<file path="src/rtl/kernel_channel_acc_pe.sv">
// Kernel x channel MAC array: per beat, NUM_KERNEL dot products over NUM_CHANNEL bytes,
// accumulated over acc_len beats on top of an injected bias, then handed out via valid/ready.
module kernel_channel_acc_pe #(
  parameter int BIT_WIDTH     = 8,
  parameter int NUM_CHANNEL   = 3,
  parameter int NUM_KERNEL    = 4,
  parameter int PSUM_WIDTH    = 24,
  parameter int ACC_LEN_WIDTH = 8,
  parameter int REG_WIDTH     = 32
) (
  input  logic                                      clk,
  input  logic                                      rst,
  input  logic [BIT_WIDTH*NUM_CHANNEL-1:0]          i_data,
  input  logic                                      i_data_vld,
  input  logic [BIT_WIDTH*NUM_CHANNEL*NUM_KERNEL-1:0] i_weight,
  input  logic                                      i_weight_vld,
  input  logic [PSUM_WIDTH*NUM_KERNEL-1:0]          i_psum,
  input  logic                                      i_conf_neg_enb,
  input  logic [ACC_LEN_WIDTH-1:0]                  i_conf_acc_len,
  output logic                                      o_in_rdy,
  output logic [PSUM_WIDTH*NUM_KERNEL-1:0]          o_psum,
  output logic                                      o_psum_vld,
  input  logic                                      i_psum_rdy,
  output logic [REG_WIDTH-1:0]                      err_psum_vld
);

  // One extra bit per operand holds the sign (or a zero for unsigned mode).
  localparam int PROD_W = 2*BIT_WIDTH + 1;

  typedef enum logic [1:0] {IDLE, ACCUM, DRAIN, OUT} state_t;

  state_t                   state, state_nxt;
  logic                     accept;
  logic                     neg_q, neg_cur;
  logic [ACC_LEN_WIDTH-1:0] len_q, len_in, beat_cnt;
  logic [1:0]               drain_cnt;
  logic                     s1_vld, s2_vld;
  logic [1:0]               err_q;

  logic signed [PROD_W-1:0]     prod   [NUM_KERNEL][NUM_CHANNEL];
  logic signed [PROD_W-1:0]     prod_q [NUM_KERNEL][NUM_CHANNEL];
  logic        [PSUM_WIDTH-1:0] sum    [NUM_KERNEL];
  logic        [PSUM_WIDTH-1:0] sum_q  [NUM_KERNEL];
  logic        [PSUM_WIDTH-1:0] acc    [NUM_KERNEL];

  function automatic logic signed [BIT_WIDTH:0] ext_op(input logic [BIT_WIDTH-1:0] v,
                                                       input logic neg);
    return {neg & v[BIT_WIDTH-1], v};
  endfunction

  assign accept  = i_data_vld & i_weight_vld & o_in_rdy;
  assign len_in  = (i_conf_acc_len == '0) ? {{(ACC_LEN_WIDTH-1){1'b0}}, 1'b1} : i_conf_acc_len;
  // The first beat of a group is multiplied before the config is latched.
  assign neg_cur = (state == IDLE) ? i_conf_neg_enb : neg_q;

  always_comb begin
    for (int k = 0; k < NUM_KERNEL; k++) begin
      for (int c = 0; c < NUM_CHANNEL; c++) begin
        prod[k][c] = PROD_W'(ext_op(i_data[c*BIT_WIDTH +: BIT_WIDTH], neg_cur))
                   * PROD_W'(ext_op(i_weight[(k*NUM_CHANNEL+c)*BIT_WIDTH +: BIT_WIDTH], neg_cur));
      end
    end
  end

  always_comb begin
    for (int k = 0; k < NUM_KERNEL; k++) begin
      sum[k] = '0;
      for (int c = 0; c < NUM_CHANNEL; c++) begin
        sum[k] = sum[k] + PSUM_WIDTH'(prod_q[k][c]);
      end
    end
  end

  always_ff @(posedge clk or posedge rst) begin
    if (rst) state <= IDLE;
    else     state <= state_nxt;
  end

  always_comb begin
    state_nxt = state;
    case (state)
      IDLE:  if (accept) state_nxt = (len_in > 1) ? ACCUM : DRAIN;
      ACCUM: if (accept && (beat_cnt + 1'b1 == len_q)) state_nxt = DRAIN;
      DRAIN: if (drain_cnt == 2'd3) state_nxt = OUT;
      OUT:   if (i_psum_rdy) state_nxt = IDLE;
      default: state_nxt = IDLE;
    endcase
  end

  always_comb begin
    o_in_rdy   = ~rst & ((state == IDLE) || (state == ACCUM));
    o_psum_vld = (state == OUT);
  end

  always_ff @(posedge clk or posedge rst) begin
    if (rst) begin
      neg_q     <= 1'b0;
      len_q     <= '0;
      beat_cnt  <= '0;
      drain_cnt <= '0;
      s1_vld    <= 1'b0;
      s2_vld    <= 1'b0;
      o_psum    <= '0;
      for (int k = 0; k < NUM_KERNEL; k++) begin
        sum_q[k] <= '0;
        acc[k]   <= '0;
        for (int c = 0; c < NUM_CHANNEL; c++) prod_q[k][c] <= '0;
      end
    end else begin
      s1_vld <= accept;
      s2_vld <= s1_vld;
      if (accept) begin
        for (int k = 0; k < NUM_KERNEL; k++)
          for (int c = 0; c < NUM_CHANNEL; c++) prod_q[k][c] <= prod[k][c];
      end
      if (s1_vld) begin
        for (int k = 0; k < NUM_KERNEL; k++) sum_q[k] <= sum[k];
      end

      if (state == IDLE && accept) begin
        neg_q    <= i_conf_neg_enb;
        len_q    <= len_in;
        beat_cnt <= {{(ACC_LEN_WIDTH-1){1'b0}}, 1'b1};
        for (int k = 0; k < NUM_KERNEL; k++) acc[k] <= i_psum[k*PSUM_WIDTH +: PSUM_WIDTH];
      end else begin
        if (accept) beat_cnt <= beat_cnt + 1'b1;
        if (s2_vld) begin
          for (int k = 0; k < NUM_KERNEL; k++) acc[k] <= acc[k] + sum_q[k];
        end
      end

      // Last beat lands in acc two edges after acceptance; the fourth drain edge publishes it.
      if (state == DRAIN) begin
        drain_cnt <= drain_cnt + 2'd1;
        if (drain_cnt == 2'd3) begin
          for (int k = 0; k < NUM_KERNEL; k++) o_psum[k*PSUM_WIDTH +: PSUM_WIDTH] <= acc[k];
        end
      end else begin
        drain_cnt <= '0;
      end
    end
  end

  always_ff @(posedge clk or posedge rst) begin
    if (rst) begin
      err_q <= '0;
    end else begin
      if (o_in_rdy && (i_data_vld != i_weight_vld)) err_q[0] <= 1'b1;
      if (!o_in_rdy && i_data_vld && i_weight_vld)  err_q[1] <= 1'b1;
    end
  end

  assign err_psum_vld = {{(REG_WIDTH-2){1'b0}}, err_q};

endmodule

</file>
<file path="config.mk">
export PLATFORM = sky130hd
export DESIGN_NAME = kernel_channel_acc_pe
export DESIGN_NICKNAME = d
export VERILOG_FILES = /design/src/rtl/kernel_channel_acc_pe.sv
export SDC_FILE = /design/constraint.sdc
export NUM_CORES = 2
export LEC_CHECK = 0
export CAP_MARGIN = 20
export CORE_MARGIN = 1.5
export CORE_UTILIZATION = 50
export CTS_CLUSTER_DIAMETER = 40
export DETAILED_ROUTE_END_ITERATION = 8
export GPL_ROUTABILITY_DRIVEN = 0
export PLACE_DENSITY = 0.7
export SETUP_SLACK_MARGIN = 0.1
export SLEW_MARGIN = 20
export SYNTH_ARGS = -nofsm -noshare
export SYNTH_HDL_FRONTEND = slang
export SYNTH_SLANG_ARGS = --single-unit
</file>
<file path="constraint.sdc">
create_clock -name clk -period 21.2 [get_ports clk]
set_clock_uncertainty 0.2 [all_clocks]
set_input_delay 3.18 -clock clk [delete_from_list [all_inputs] [get_ports clk]]
set_output_delay 3.18 -clock clk [all_outputs]
set_load 0.01 [all_outputs]
</file>
==> reports/summary.txt <==
Worst setup SP type: input pin
Most common cell on crit path: fa_1
Layout area overhead: 12.4%
WP depth: 24
Setup TNS Final: 0 ps
Post-CTS Setup Inserts: 0
max-cap viol count: 0
status: finished clean
cell area after synthesis: 62300 um2
Final Slew Violations: 0
Longest Clk Path Bufs: 3
CTS clk-pin slew, worst paths: 50 ps
CTS resizes: 0
first-pass GRT wire length: 261 mm
Clock Latency Late Sink: 650 ps
crit path launch: i_conf_neg_enb
H-tree Lvls: 3
vias per inst: 5.36
data required time at the worst endpoint: 21470 ps
Final ANT Viol Nets: 0
post-synthesis sequential area ratio: 0.200
fin crit share: 0.458
synth warn: 0
RSZ-0062 raised after global routing: false
Total GRT Usage: 0.262
Placed Instances: 8519
Min-Delay Path Class: flop to flop
CP Capture Type: flop
worst path cell trace: clkdlybuf4s50_1 -> mux2_2 -> buf_4 -> and2_1 -> buf_4 -> nand2_1 -> fa_1 -> fa_1 -> inv_1 -> fa_1 -> fa_1 -> inv_1 -> fa_1 -> inv_1 -> ha_1 -> inv_1 -> o21bai_1 -> a211o_1 -> a31oi_1 -> nor2b_1 -> o21a_1 -> o41ai_1 -> xnor2_1 -> o21ai_0
Pre-antenna DRT Iters: 5
io pins: 360
fraction of layout cells with a size suffix above 1: 0.0576
final net count: 8670
final hold slack: 230 ps
worst setup margin: 11500 ps
CP bufs+invs: 7
Site Rows: 129
DP HPWL: 126 mm
per-cell routed wire length: 18.6 um
vias in the first global route: 48700
Reg2Reg Setup Slack: 13610 ps
flop and latch count out of synthesis: 497
final cell count without fillers: 8685
FMAX: 103 MHz
library cells used by synthesis: 71
die area: 127000 um2
Worst Reg-to-Reg Cells: 26
Die Width: 356 um
Die Y: 356 um
grt total ovfl: 0
via count: 46500
Final Hold Vio Count: 0
pre-CTS setup slack: 10860 ps
CTS tree: built
Clock Root Buffer: clkbuf_16
Worst path top cell family by delay: adder cells
critical path class: input pin to flop
core box area: 124000 um2
Post-Route WL: 161 mm
CTS sink count: 497
Post-CTS Hold Fix Bufs: 0
minimum clock period: 9700 ps
Most used DFF post-synth: dfrtp_1
Setup violations, final: 0
initial antenna violation count: 10
I/O Buffers: 329
Cells after Synth: 6787
Async SR Flop Fraction: 1.00
CP max stage delay: 600 ps
number of synthesized flops with an enable pin: 0
worst setup path endpoint: prod_q[203]
CTS Buf Count: 89
Slew @ Worst Pin: 1040 ps
multi-input logic area: 44200 um2
Syn Area/Cell: 9.17 um2
DR DRC count: 0
R2R Path Start: state[0]
1st-iter DRT viols: 3195
starting density of the core: 0.504
Max-slew headroom: 0.304
largest net degree at the start of global routing: 169
FF+latch area: 12400 um2
FF-to-FF End: prod_q[203]
crit path DAT: 9970 ps
crit-path max FO: 27
slowest CP cell: mux2_2
Fillers: 10800
## cell families (layout without fill, tap and decap cells)
group | Yosys count | count (layout) | share of synthesized area
compound gates | 879 | 879 | 0.0860
xor+xnor | 361 | 361 | 0.0508
fa+ha+maj | 1467 | 1467 | 0.401
buf+inv | 1514 | 1741 | 0.0931
flops | 497 | 497 | 0.200
mux | 183 | 183 | 0.0323
other cells | 1 | 35 | 0.0000602
simple gates | 1885 | 1885 | 0.137
## final cells by class
type,count,share of cell area
Clock buffer,102,0.0341
Timing Repair Buffer,372,0.0517
Antenna cell,5,0.000179
Inverter,1208,0.0649
Multi-Input combinational cell,4805,0.631
Sequential cell,497,0.178
Clock inverter,59,0.0112
Tap cell,1637,0.0293
## sequential cells by signal, summed over array words and instances, names as in the netlist
name	flops
neg_q	1
acc	96
sum_q	76
len_q	8
prod_q	204
state	2
o_psum	96
drain_cnt	2
s1_vld	1
beat_cnt	8
s2_vld	1
err_q	2
## worst min path at each step
stage | startpoint | end | slack [ps] | depth (start not counted)
floorplan | s1_vld | s2_vld | 150 | 0
global placement | drain_cnt[0] | drain_cnt[0] | 220 | 1
detailed placement | drain_cnt[0] | drain_cnt[0] | 230 | 1
CTS | drain_cnt[0] | drain_cnt[0] | 230 | 1
global route | drain_cnt[0] | drain_cnt[0] | 270 | 1
finish | drain_cnt[0] | drain_cnt[0] | 230 | 1
## cells in the final DEF (no fill, tap or decap), types with 14 or more instances in the layout
cell | netlist | final
a211o_1 | 14 | 14
a211oi_1 | 26 | 26
a21o_1 | 65 | 65
a21oi_1 | 252 | 252
a31oi_1 | 24 | 24
and2_1 | 377 | 377
and3_1 | 25 | 24
buf_4 | 30 | 40
clkbuf_16 | 0 | 91
clkdlybuf4s50_1 | 0 | 325
conb_1 | 1 | 30
dfrtp_1 | 497 | 495
fa_1 | 880 | 880
ha_1 | 587 | 587
inv_1 | 1207 | 1205
mux2_2 | 140 | 140
mux2i_1 | 42 | 41
nand2_1 | 1020 | 1017
nand2b_1 | 24 | 24
nand3_1 | 33 | 33
nor2_1 | 257 | 257
nor2b_1 | 35 | 35
nor3_1 | 41 | 41
o211ai_1 | 16 | 16
o21a_1 | 36 | 36
o21ai_0 | 298 | 298
o21bai_1 | 61 | 61
o31ai_1 | 17 | 17
o41ai_1 | 15 | 15
or2_2 | 38 | 38
xnor2_1 | 245 | 245
xor2_1 | 116 | 116
## cell usage after synthesis, drive strengths merged, types with 116 or more instances
cell,count,area (um2)
ha,587,7340
o21ai,299,1500
nor2,257,965
clkbuf,255,957
xor2,116,1020
xnor2,245,2150
a21oi,252,1260
fa,880,17600
inv,1208,4530
and2,377,2360
nand2,1020,3830
mux2,141,1590
dfrtp,497,12400
## worst reg2reg max path, delay by kind of cell (launching register included)
family,cells,cell delay [ps]
AOI/OAI and AO/OA,6,1240
buffers and inverters,8,1280
xor gates and xnor gates,1,160
and+or+nand+nor,3,480
adders and majority gates,7,2970
muxes,1,680
DFF,1,390
## stage by stage
step / utilization / area, um2
after detailed placement: 0.540 / 66800
final: 0.566 / 70000
after global placement: 0.540 / 66800
after CTS: 0.566 / 70000
after floorplan: - / 62400
after global routing: 0.566 / 70000
## routing by layer
| metal | global-route usage | wire length (um) | vias to the layer above |
|---|---|---|---|
| met3 | 0.0417 | 11000 | 313 |
| met1 | 0.352 | 68400 | 23300 |
| met5 | 0 | 46 | - |
| li1 | - | - | 21500 |
| met2 | 0.424 | 75300 | 1400 |
| met4 | 0.103 | 6520 | 8 |
Power is left out: the tool's default activity adds up to more than one toggle a clock period on the data nets, which glitch-free logic cannot reach.
